File: config.mk
export PLATFORM = sky130hd
export DESIGN_NAME = lut_multi_read
export DESIGN_NICKNAME = d
export VERILOG_FILES = /design/src/rtl/lut_multi_read_pkg.sv /design/src/rtl/lut_read_lane.sv /design/src/rtl/lut_multi_read.sv
export SDC_FILE = /design/constraint.sdc
export NUM_CORES = 1
export LEC_CHECK = 0
export CORE_AREA = 10 10 161 163
export CTS_BUF_LIST = sky130_fd_sc_hd__clkbuf_8 sky130_fd_sc_hd__clkbuf_16
export DETAILED_ROUTE_END_ITERATION = 8
export DIE_AREA = 0 0 171 173
export PLACE_DENSITY = 0.68
export SLEW_MARGIN = 40
export SYNTH_ARGS = -nofsm -noshare
export SYNTH_HDL_FRONTEND = slang
export SYNTH_HIERARCHICAL = 1
export SYNTH_SLANG_ARGS = --single-unit
File: constraint.sdc
create_clock -name clk -period 2.2 [get_ports clk]
set_input_delay 0.33 -clock clk [delete_from_list [all_inputs] [get_ports clk]]
set_output_delay 0.33 -clock clk [all_outputs]
set_load 0.02 [all_outputs]
File: src/rtl/lut_multi_read_pkg.sv
`default_nettype none
// ============================================================================
//  Module      : lut_multi_read_pkg
//  Description : Shared types and helpers for the multi-lane lookup-table unit
//  Revision    : 1.0 - initial release
// ============================================================================
package lut_multi_read_pkg;

    // Loader state: waiting for a run, or streaming a table burst into RAM
    typedef enum logic [0:0] {
        ST_IDLE = 1'b0,
        ST_LOAD = 1'b1
    } load_state_t;

    // Narrowest register width allowed for the lane-select pipeline
    localparam int C_MIN_SEL_BITS = 1;

    // Number of index bits selecting an entry inside one RAM word (0 if DIFF=1)
    function automatic int calc_sel_w(input int diff);
        int w;
        w = 0;
        for (int i = 0; i < 31; i++) begin
            if ((1 << i) < diff) begin
                w = i + 1;
            end
        end
        return w;
    endfunction

    // Bit offset of lane `lane` inside a packed per-lane bus of `width`-bit fields
    function automatic int lane_lsb(input int lane, input int width);
        return lane * width;
    endfunction

endpackage
`default_nettype wire

File: src/rtl/lut_read_lane.sv
`default_nettype none
// ============================================================================
//  Module      : lut_read_lane
//  Description : One read lane: index -> RAM word address, entry-select
//                pipeline and DIFF:1 slice mux. Fixed 2-cycle latency.
//  Revision    : 1.0 - initial release
// ============================================================================
module lut_read_lane #(
    parameter int DATA_W     = 32,
    parameter int AXI_DATA_W = 32,
    parameter int ADDR_W     = 16
) (
    input  logic                  clk,
    input  logic                  rst,
    input  logic                  i_bank,
    input  logic                  i_ping_pong,
    input  logic [DATA_W-1:0]     i_idx,
    input  logic [AXI_DATA_W-1:0] i_rd_data,
    output logic [ADDR_W-1:0]     o_rd_addr,
    output logic [DATA_W-1:0]     o_data
);
    import lut_multi_read_pkg::*;

    localparam int DIFF     = AXI_DATA_W / DATA_W;
    localparam int SEL_W    = calc_sel_w(DIFF);
    localparam int SEL_BITS = (SEL_W > 0) ? SEL_W : C_MIN_SEL_BITS;

    logic [DATA_W+ADDR_W-1:0] w_idx_ext;
    logic [ADDR_W-1:0]        w_word;
    logic [ADDR_W-1:0]        w_rd_addr;
    logic [SEL_BITS-1:0]      w_sel;
    logic [ADDR_W-1:0]        r_rd_addr;
    logic [SEL_BITS-1:0]      r_sel0;
    logic [SEL_BITS-1:0]      r_sel1;
    logic                     w_unused_idx;

    // Zero-extend before shifting so narrow indices still fill the address;
    // index bits above the addressable range simply drop off.
    assign w_idx_ext    = {{ADDR_W{1'b0}}, i_idx} >> SEL_W;
    assign w_word       = w_idx_ext[ADDR_W-1:0];
    assign w_unused_idx = ^w_idx_ext;

    // Reads come from the bank the loader is not currently filling
    assign w_rd_addr = i_ping_pong ? {~i_bank, w_word[ADDR_W-2:0]} : w_word;

    generate
        if (SEL_W > 0) begin : g_sel
            assign w_sel = i_idx[SEL_BITS-1:0];
        end else begin : g_no_sel
            assign w_sel = '0;
        end
    endgenerate

    // Register the RAM address and carry the entry select alongside the RAM latency
    always_ff @(posedge clk or posedge rst) begin
        if (rst) begin
            r_rd_addr <= '0;
            r_sel0    <= '0;
            r_sel1    <= '0;
        end else begin
            r_rd_addr <= w_rd_addr;
            r_sel0    <= w_sel;
            r_sel1    <= r_sel0;
        end
    end

    // Pick the DATA_W entry out of the returned RAM word
    always_comb begin
        o_data = i_rd_data[DATA_W-1:0];
        for (int s = 0; s < DIFF; s++) begin
            if (int'(r_sel1) == s) begin
                o_data = i_rd_data[s*DATA_W +: DATA_W];
            end
        end
    end

    assign o_rd_addr = r_rd_addr;

endmodule
`default_nettype wire

File: src/rtl/lut_multi_read.sv
`default_nettype none
// ============================================================================
//  Module      : lut_multi_read
//  Description : Multi-lane lookup table. Loads a table over the databus into
//                a replicated RAM (optionally ping-pong banked) and serves
//                NUM_LANES indexed reads per cycle with 2-cycle latency.
//  Revision    : 1.0 - initial release
// ============================================================================
module lut_multi_read #(
    parameter int DATA_W     = 32,
    parameter int AXI_DATA_W = 32,
    parameter int AXI_ADDR_W = 32,
    parameter int ADDR_W     = 16,
    parameter int LEN_W      = 8,
    parameter int NUM_LANES  = 2
) (
    input  logic                            clk,
    input  logic                            rst,
    input  logic                            run,
    input  logic                            running,
    input  logic                            disabled,
    input  logic [AXI_ADDR_W-1:0]           ext_addr,
    input  logic [LEN_W-1:0]                length,
    input  logic                            pingPong,
    output logic                            databus_valid_0,
    input  logic                            databus_ready_0,
    output logic [AXI_ADDR_W-1:0]           databus_addr_0,
    input  logic [AXI_DATA_W-1:0]           databus_rdata_0,
    output logic [AXI_DATA_W-1:0]           databus_wdata_0,
    output logic [AXI_DATA_W/8-1:0]         databus_wstrb_0,
    output logic [LEN_W-1:0]                databus_len_0,
    input  logic                            databus_last_0,
    output logic                            done,
    input  logic [NUM_LANES*DATA_W-1:0]     in_i,
    output logic [NUM_LANES*DATA_W-1:0]     out_o,
    output logic [NUM_LANES*ADDR_W-1:0]     ext_rd_addr_o,
    output logic [NUM_LANES-1:0]            ext_rd_en_o,
    input  logic [NUM_LANES*AXI_DATA_W-1:0] ext_rd_data_i,
    output logic                            ext_wr_en_o,
    output logic [ADDR_W-1:0]               ext_wr_addr_o,
    output logic [AXI_DATA_W-1:0]           ext_wr_data_o
);
    import lut_multi_read_pkg::*;

    load_state_t           r_state;
    load_state_t           w_state_next;
    logic                  r_bank;
    logic                  r_done;
    logic [ADDR_W-1:0]     r_wr_cnt;
    logic [ADDR_W-1:0]     w_wr_cnt_inc;
    logic [ADDR_W-1:0]     w_wr_cnt_next;
    logic [AXI_ADDR_W-1:0] r_ext_addr;
    logic                  w_start;
    logic                  w_beat;
    logic                  w_unused;

    assign w_unused = running;
    assign w_start  = run & ~disabled;

    // In ping-pong mode the counter lives in half the space, the MSB being the bank
    assign w_wr_cnt_inc  = r_wr_cnt + ADDR_W'(1);
    assign w_wr_cnt_next = pingPong ? {1'b0, w_wr_cnt_inc[ADDR_W-2:0]} : w_wr_cnt_inc;

    // Loader state register
    always_ff @(posedge clk or posedge rst) begin
        if (rst) begin
            r_state <= ST_IDLE;
        end else begin
            r_state <= w_state_next;
        end
    end

    // Loader next state, bus request and write strobe; a restart beats a last beat
    always_comb begin
        w_state_next    = r_state;
        databus_valid_0 = 1'b0;
        ext_wr_en_o     = 1'b0;
        w_beat          = 1'b0;
        case (r_state)
            ST_IDLE: begin
                if (w_start) begin
                    w_state_next = ST_LOAD;
                end
            end
            ST_LOAD: begin
                databus_valid_0 = 1'b1;
                w_beat          = databus_ready_0;
                ext_wr_en_o     = databus_ready_0;
                if (w_start) begin
                    w_state_next = ST_LOAD;
                end else if (databus_ready_0 && databus_last_0) begin
                    w_state_next = ST_IDLE;
                end
            end
            default: w_state_next = ST_IDLE;
        endcase
    end

    // Bank select, write counter, latched source address and completion flag
    always_ff @(posedge clk or posedge rst) begin
        if (rst) begin
            r_bank     <= 1'b0;
            r_wr_cnt   <= '0;
            r_done     <= 1'b1;
            r_ext_addr <= '0;
        end else begin
            if (run) begin
                r_bank <= pingPong ? ~r_bank : 1'b0;
            end
            if (w_start) begin
                r_ext_addr <= ext_addr;
                r_wr_cnt   <= '0;
                r_done     <= 1'b0;
            end else if (w_beat) begin
                r_wr_cnt <= w_wr_cnt_next;
                if (databus_last_0) begin
                    r_done <= 1'b1;
                end
            end
        end
    end

    assign ext_wr_addr_o   = pingPong ? {r_bank, r_wr_cnt[ADDR_W-2:0]} : r_wr_cnt;
    assign ext_wr_data_o   = databus_rdata_0;
    assign databus_addr_0  = r_ext_addr;
    assign databus_len_0   = length;
    assign databus_wdata_0 = '0;
    assign databus_wstrb_0 = '0;
    assign done            = r_done;
    assign ext_rd_en_o     = '1;

    generate
        for (genvar k = 0; k < NUM_LANES; k++) begin : g_lane
            localparam int C_IDX_LSB  = lane_lsb(k, DATA_W);
            localparam int C_ADDR_LSB = lane_lsb(k, ADDR_W);
            localparam int C_RAM_LSB  = lane_lsb(k, AXI_DATA_W);

            lut_read_lane #(
                .DATA_W     (DATA_W),
                .AXI_DATA_W (AXI_DATA_W),
                .ADDR_W     (ADDR_W)
            ) u_lane (
                .clk         (clk),
                .rst         (rst),
                .i_bank      (r_bank),
                .i_ping_pong (pingPong),
                .i_idx       (in_i[C_IDX_LSB +: DATA_W]),
                .i_rd_data   (ext_rd_data_i[C_RAM_LSB +: AXI_DATA_W]),
                .o_rd_addr   (ext_rd_addr_o[C_ADDR_LSB +: ADDR_W]),
                .o_data      (out_o[C_IDX_LSB +: DATA_W])
            );
        end
    endgenerate

endmodule
`default_nettype wire

==> results of run 1 <==
-- cell families (layout without fill, tap and decap cells) --
group | after synthesis | in the layout | synth area share, %
flip-flops | 83 | 83 | 49.4
XOR/XNOR | 8 | 8 | 1.67
other | 2 | 38 | 0.178
AND/OR/NAND/NOR | 148 | 148 | 15.2
AO/OA/AOI/OAI | 11 | 11 | 1.52
adder cells (fa/ha/maj) | 1 | 1 | 0.297
buffers and inverters | 173 | 183 | 30.3
multiplexers | 6 | 6 | 1.46
-- cells in the final DEF, fill, tap and decap left out, drive strengths merged, types with 8 or more instances in the layout --
cell and count:
dfrtp 82, clkbuf 10, clkdlybuf4s50 153, inv 8
nand2 109, conb 38, buf 8, nor2 12
-- flip-flops by register name, summed over array words and instances, names as in the netlist --
signal / flops
done: 1
g_lane.u_lane/o_rd_addr: 32
r_state: 1
databus_addr_0: 32
r_wr_cnt: 16
r_bank: 1
-- critical path: stages --
cell             delay (ns)
clkdlybuf4s50_1        0.50
mux2_2                 0.34
clkdlybuf4s50_1        0.54
-- final timing paths --
| kind | end | start | cells after the start |
|---|---|---|---|
| setup / recovery | ext_wr_addr_o[15] | pingPong | 3 |
| min in group asynchronous | databus_addr_0[30] | rst | 3 |
| hold reg to reg | databus_addr_0[11] | databus_addr_0[11] | 2 |
| hold / removal | g_lane[0].u_lane/o_rd_addr[0] | in_i[0] | 1 |
| max in group asynchronous | g_lane[0].u_lane/o_rd_addr[5] | rst | 2 |
| setup reg to reg | r_wr_cnt[14] | r_wr_cnt[0] | 5 |
-- metrics by stage --
stage / cell area (um^2) / hold slack [ns] / std cells / utilization [%] / power, mW
after floorplan: 4340 / 0.244 / 468 / - / 2.49
after global placement: 5070 / 0.457 / 747 / 22.5 / 2.61
after detailed placement: 5070 / 0.461 / 747 / 22.5 / 2.62
after CTS: 5390 / 0.397 / 763 / 23.9 / 4.30
after global routing: 5390 / 0.405 / 763 / 23.9 / 4.41
final: 5390 / 0.424 / 763 / 23.9 / 4.17
-- routing by layer --
| metal | GRT usage [%] | vias to the layer above | wire (um) |
|---|---|---|---|
| met4 | 5.76 | 0 | 628 |
| met1 | 8.26 | 1230 | 4590 |
| met5 | 0 | - | 0 |
| met2 | 12.6 | 184 | 5630 |
| met3 | 4.26 | 59 | 1530 |
| li1 | - | 1233 | - |
-- area by class of cell --
cell class                      count  area, um^2  area share [%]
Clock inverter                      6        71.3            1.32
Inverter                            6        22.5           0.418
Tap cell                          285         357            6.62
Clock buffer                       10         239            4.44
Sequential cell                    83        2080            38.6
Multi-Input combinational cell    212        1000            18.6
Timing Repair Buffer              161        1620            30.0
-- power breakdown --
| group | switching [mW] | internal [mW] | leakage [nW] |
|---|---|---|---|
| Sequential | 0.0810 | 1.66 | 1.02 |
| Clock | 0.667 | 0.921 | 0.146 |
| Combinational | 0.443 | 0.399 | 1.24 |
==> flow_summary.json, run 1 <==
{
  "status": "finished, final reports clean",
  "vdd_drop_max_mv": 0.323,
  "netlist_area_um2": 4210,
  "rsz0062_at_grt": "false",
  "ctsLongestPathBuffers": 2,
  "wl_per_cell_um": 16.2,
  "ioPinCount": 433,
  "synth.top_cell.area_share_pct": 48.8,
  "arrival_ns": 1.71,
  "yosys-top-cells-area": "dfrtp_1 (49%), buf_4 (28%), nand2_1 (9.7%)",
  "path_class": "in2out",
  "portBuffers": 153,
  "grt_pass1_wl_um": 17900,
  "final.setup.worst_slack_ns": 0.156,
  "gp_congestion": 0.771,
  "firstDrtPassIters": 4,
  "maxCapViolations": 0,
  "async_flop_share_pct": 100,
  "dr_total_vias": 2706,
  "syn2layout_area_growth_pct": 28.0,
  "nFillCells": 2408,
  "place_ws_ns": 0.164,
  "slew_violations": 0,
  "fin_nets": 682,
  "worstMarginPinSlew_ns": 0.621,
  "clock_skew_ns": 0.00183,
  "post_cts_buffers": 0,
  "path_clk_slew_ns": 0.07,
  "fmax_mhz": 489,
  "antenna_found_initial": 0,
  "crit_path_end_kind": "output port",
  "core_area_um2": 22600,
  "vias_per_cell": 3.55,
  "grt.total_usage_pct": 8.13,
  "ys_warn_count": 6,
  "hpwl_um": 9700,
  "critPathRequiredTime_ns": 1.87,
  "cts-root-buf": "clkbuf_16",
  "die_w_um": 171,
  "synth_seq_area_share_pct": 49.4,
  "tns_ns": 0,
  "min_period_over_period_pct": 92.9,
  "die_y_um": 173,
  "drt-total-wl_um": 12400,
  "cp_max_fo": 2,
  "cts_sinks": 83,
  "hp-class": "in2reg",
  "tritoncts": "yes",
  "yosysUniqueCellTypes": 33,
  "syn_inst": 432,
  "r2r_slack_ns": 0.56,
  "synth_common_cells": "buf_4 (157), nand2_1 (109), dfrtp_1 (82), nor2_1 (12), inv_1 (6)",
  "leakage_nw": 2.40,
  "syn-mean-instance-area_um2": 9.74,
  "slew-limit-headroom_pct": 58.6,
  "drive_above_1_share_pct": 7.32,
  "fp-row-count": 55,
  "synthFlopType": "dfrtp_1",
  "critPathLaunchType": "input pin",
  "initial_core_util_pct": 18.6,
  "ant_nets": 0,
  "setup_viol": 0,
  "cts_max_level": 3,
  "yosysTopAreaCell": "dfrtp_1",
  "clkLatencyLatePin_ns": 0.34,
  "drc": 0,
  "hold_violations": 0,
  "n_antenna_cell": 0,
  "p_per_area_nw_per_um2": 774,
  "period_needed_ns": 2.04,
  "ys_ff_latch": 83,
  "grt_max_degree": 32,
  "cts_resized": 0,
  "grt_pass1_vias": 2831,
  "synth_edf_count": 0,
  "die_area_um2": 29600,
  "overflow": 0,
  "yosysMostFrequentCell": "buf_4",
  "cts_made_buffers": 9,
  "first_iter_violations": 113,
  "ctsHoldBuffers": 0
}
Note: power is estimated with default switching activity, not from simulation.
==> inputs of run 2 (changes only) <==
CORE_AREA = 10 10 158 160   (was 10 10 161 163)
DIE_AREA = 0 0 168 170   (was 0 0 171 173)
PLACE_DENSITY = 0.7   (was 0.68)
SYNTH_HIERARCHICAL = unset   (was 1)
==> run 2 against run 1 <==
Against the previous run: clock skew rose by 0.0035 ns; fmax barely moved; die area fell by 3.5%; critical endpoint unchanged; final area fell by 0.33%; core utilization rose by 0.89 points; critical path depth did not move; non-clock buffer count rose by 3.
==> flow_summary.json, run 2 <==
{
  "status": "finished, final reports clean",
  "path_clk_slew_ns": 0.07,
  "setup_viol": 0,
  "yosysMostFrequentCell": "buf_4",
  "cts_sinks": 83,
  "async_flop_share_pct": 100,
  "drc": 0,
  "cts-root-buf": "clkbuf_16",
  "portBuffers": 153,
  "critPathRequiredTime_ns": 1.87,
  "syn2layout_area_growth_pct": 28.8,
  "top_usage_layer": "met2",
  "clkLatencyLatePin_ns": 0.34,
  "n_antenna_cell": 0,
  "fin_nets": 687,
  "vdd_drop_max_mv": 0.319,
  "synthFlopType": "dfrtp_1",
  "die_w_um": 168,
  "initial_core_util_pct": 19.2,
  "place_ws_ns": 0.103,
  "net-switching-power_mw": 1.22,
  "cp_cell_sequence": "clkdlybuf4s50_1, mux2_2, clkdlybuf4s50_1",
  "ys_warn_count": 0,
  "netlist_area_um2": 4170,
  "die_y_um": 170,
  "clock_skew_ns": 0.00532,
  "leakage_nw": 2.36,
  "dr_total_vias": 2764,
  "grt_pass1_wl_um": 18300,
  "yosysUniqueCellTypes": 29,
  "hold_violations": 0,
  "grt.total_usage_pct": 8.38,
  "crit_path_end_kind": "output port",
  "clkPwrFrac_pct": 36.4,
  "synth.top_cell.area_share_pct": 49.2,
  "total_power_mw": 4.06,
  "vias_per_cell": 3.63,
  "synth_seq_area_share_pct": 49.9,
  "die_area_um2": 28600,
  "synth_edf_count": 0,
  "fmax_mhz": 489,
  "arrival_ns": 1.71,
  "cts_max_level": 3,
  "worst-path-buf-inv": 2,
  "grt.met3_usage_pct": 6.17,
  "synth_common_cells": "buf_4 (157), nand2_1 (112), dfrtp_1 (82), nor2_1 (11), clkbuf_1 (10)",
  "post_cts_buffers": 0,
  "nFillCells": 2282,
  "overflow": 0,
  "use_met1_pct": 8.17,
  "ioPinCount": 433,
  "cts_made_buffers": 9,
  "yosys-top-cells-area": "dfrtp_1 (49%), buf_4 (28%), nand2_1 (10%)",
  "pwr-share-comb_pct": 21.0,
  "path_common_cell": "clkdlybuf4s50_1",
  "p_per_area_nw_per_um2": 756,
  "cts_resized": 0,
  "ant_nets": 0,
  "syn-mean-instance-area_um2": 9.60,
  "register_area_um2": 2080,
  "period_needed_ns": 2.04,
  "min_period_over_period_pct": 92.9,
  "yosysTopAreaCell": "dfrtp_1",
  "drive_above_1_share_pct": 7.68,
  "pwr-share-seq_pct": 42.7,
  "hp-class": "in2reg",
  "rsz0062_at_grt": "false",
  "cp_max_fo": 2,
  "critPathSlowestCell": "clkdlybuf4s50_1",
  "syn_inst": 434,
  "wl_per_cell_um": 16.0,
  "p_sw_share_pct": 30.1,
  "ctsLongestPathBuffers": 2,
  "ctsHoldBuffers": 0,
  "slew_violations": 0,
  "tritoncts": "yes",
  "firstDrtPassIters": 4,
  "layout_common_cells": "clkdlybuf4s50_1 (153), nand2_1 (112), dfrtp_1 (82)",
  "grt_use_met2_pct": 12.6,
  "ys_ff_latch": 83,
  "path_class": "in2out",
  "maxCapViolations": 0,
  "final.setup.worst_slack_ns": 0.156,
  "core_area_um2": 21700,
  "tns_ns": 0,
  "critPathLaunchType": "input pin",
  "internal-power_mw": 2.84,
  "critPathTopFamily": "buffers and inverters",
  "grt_max_degree": 84,
  "hpwl_um": 9530,
  "fp-row-count": 54,
  "gp_congestion": 0.745,
  "grt_pass1_vias": 2989,
  "multi_input_area_um2": 998,
  "first_iter_violations": 81,
  "antenna_found_initial": 1,
  "drt-total-wl_um": 12200,
  "cpPeakStageDelay_ns": 0.55,
  "final_common_cell": "clkdlybuf4s50_1"
}
run 2: kinds of logic after synthesis:
group / share of synthesized area [%]
adder cells (fa/ha/maj): 0.300
multiplexers: 1.02
buffers and inverters: 29.6
other: 0.180
AO/OA/AOI/OAI: 2.01
XOR/XNOR: 1.68
AND/OR/NAND/NOR: 15.3
flip-flops: 49.9
run 2: layout make-up:
type | instances | share of cell area, %
flip-flops and latches | 83 | 38.7
clock inverters | 6 | 1.00
clock buffers | 9 | 4.20
inverters | 5 | 0.420
repair buffers | 164 | 30.5
well taps | 280 | 6.53
multi-input cells | 215 | 18.6
run 2: power groups by stage:
stage,sequential (mW),combinational [mW],clock (mW)
2_1_floorplan,1.89,0.578,0
3_3_place_gp,1.75,0.858,0
3_5_place_dp,1.76,0.865,0
4_1_cts,1.73,0.867,1.55
5_1_grt,1.75,0.920,1.62
6_report,1.73,0.850,1.48
run 2: through the flow:
| step | cell area (um^2) | util [%] | hold WS [ns] | cells |
|---|---|---|---|---|
| floorplan | 4310 | - | 0.361 | 470 |
| global placement | 5090 | 23.5 | 0.457 | 747 |
| detailed placement | 5090 | 23.5 | 0.463 | 747 |
| CTS | 5370 | 24.7 | 0.388 | 762 |
| global route | 5370 | 24.7 | 0.382 | 762 |
| finish | 5370 | 24.7 | 0.411 | 762 |
run 2: worst paths after layout:
check	start	endpoint	slack, ns	cells after the start
max	pingPong	ext_wr_addr_o[15]	0.16	3
min	in_i[37]	g_lane[1].u_lane.o_rd_addr[5]	0.41	1
max reg2reg	r_wr_cnt[0]	r_wr_cnt[14]	0.43	5
min reg2reg	databus_addr_0[29]	databus_addr_0[29]	0.47	2
max in group asynchronous	rst	done	1.36	3
min in group asynchronous	rst	g_lane[0].u_lane.o_rd_addr[15]	0.45	3
run 2: worst reg2reg max path, stage by stage, from the launching register on:
cell,delay [ns]
dfrtp_1,0.46
ha_1,0.27
nand4_1,0.13
or3_1,0.37
or3_1,0.32
a21oi_1,0.14
run 2: per-layer routing:
layer | routed length (um) | part of all wire, %
met3 | 1790 | 15
met2 | 5520 | 45
met4 | 582 | 4.8
met1 | 4310 | 35
met5 | 13 | 0.11
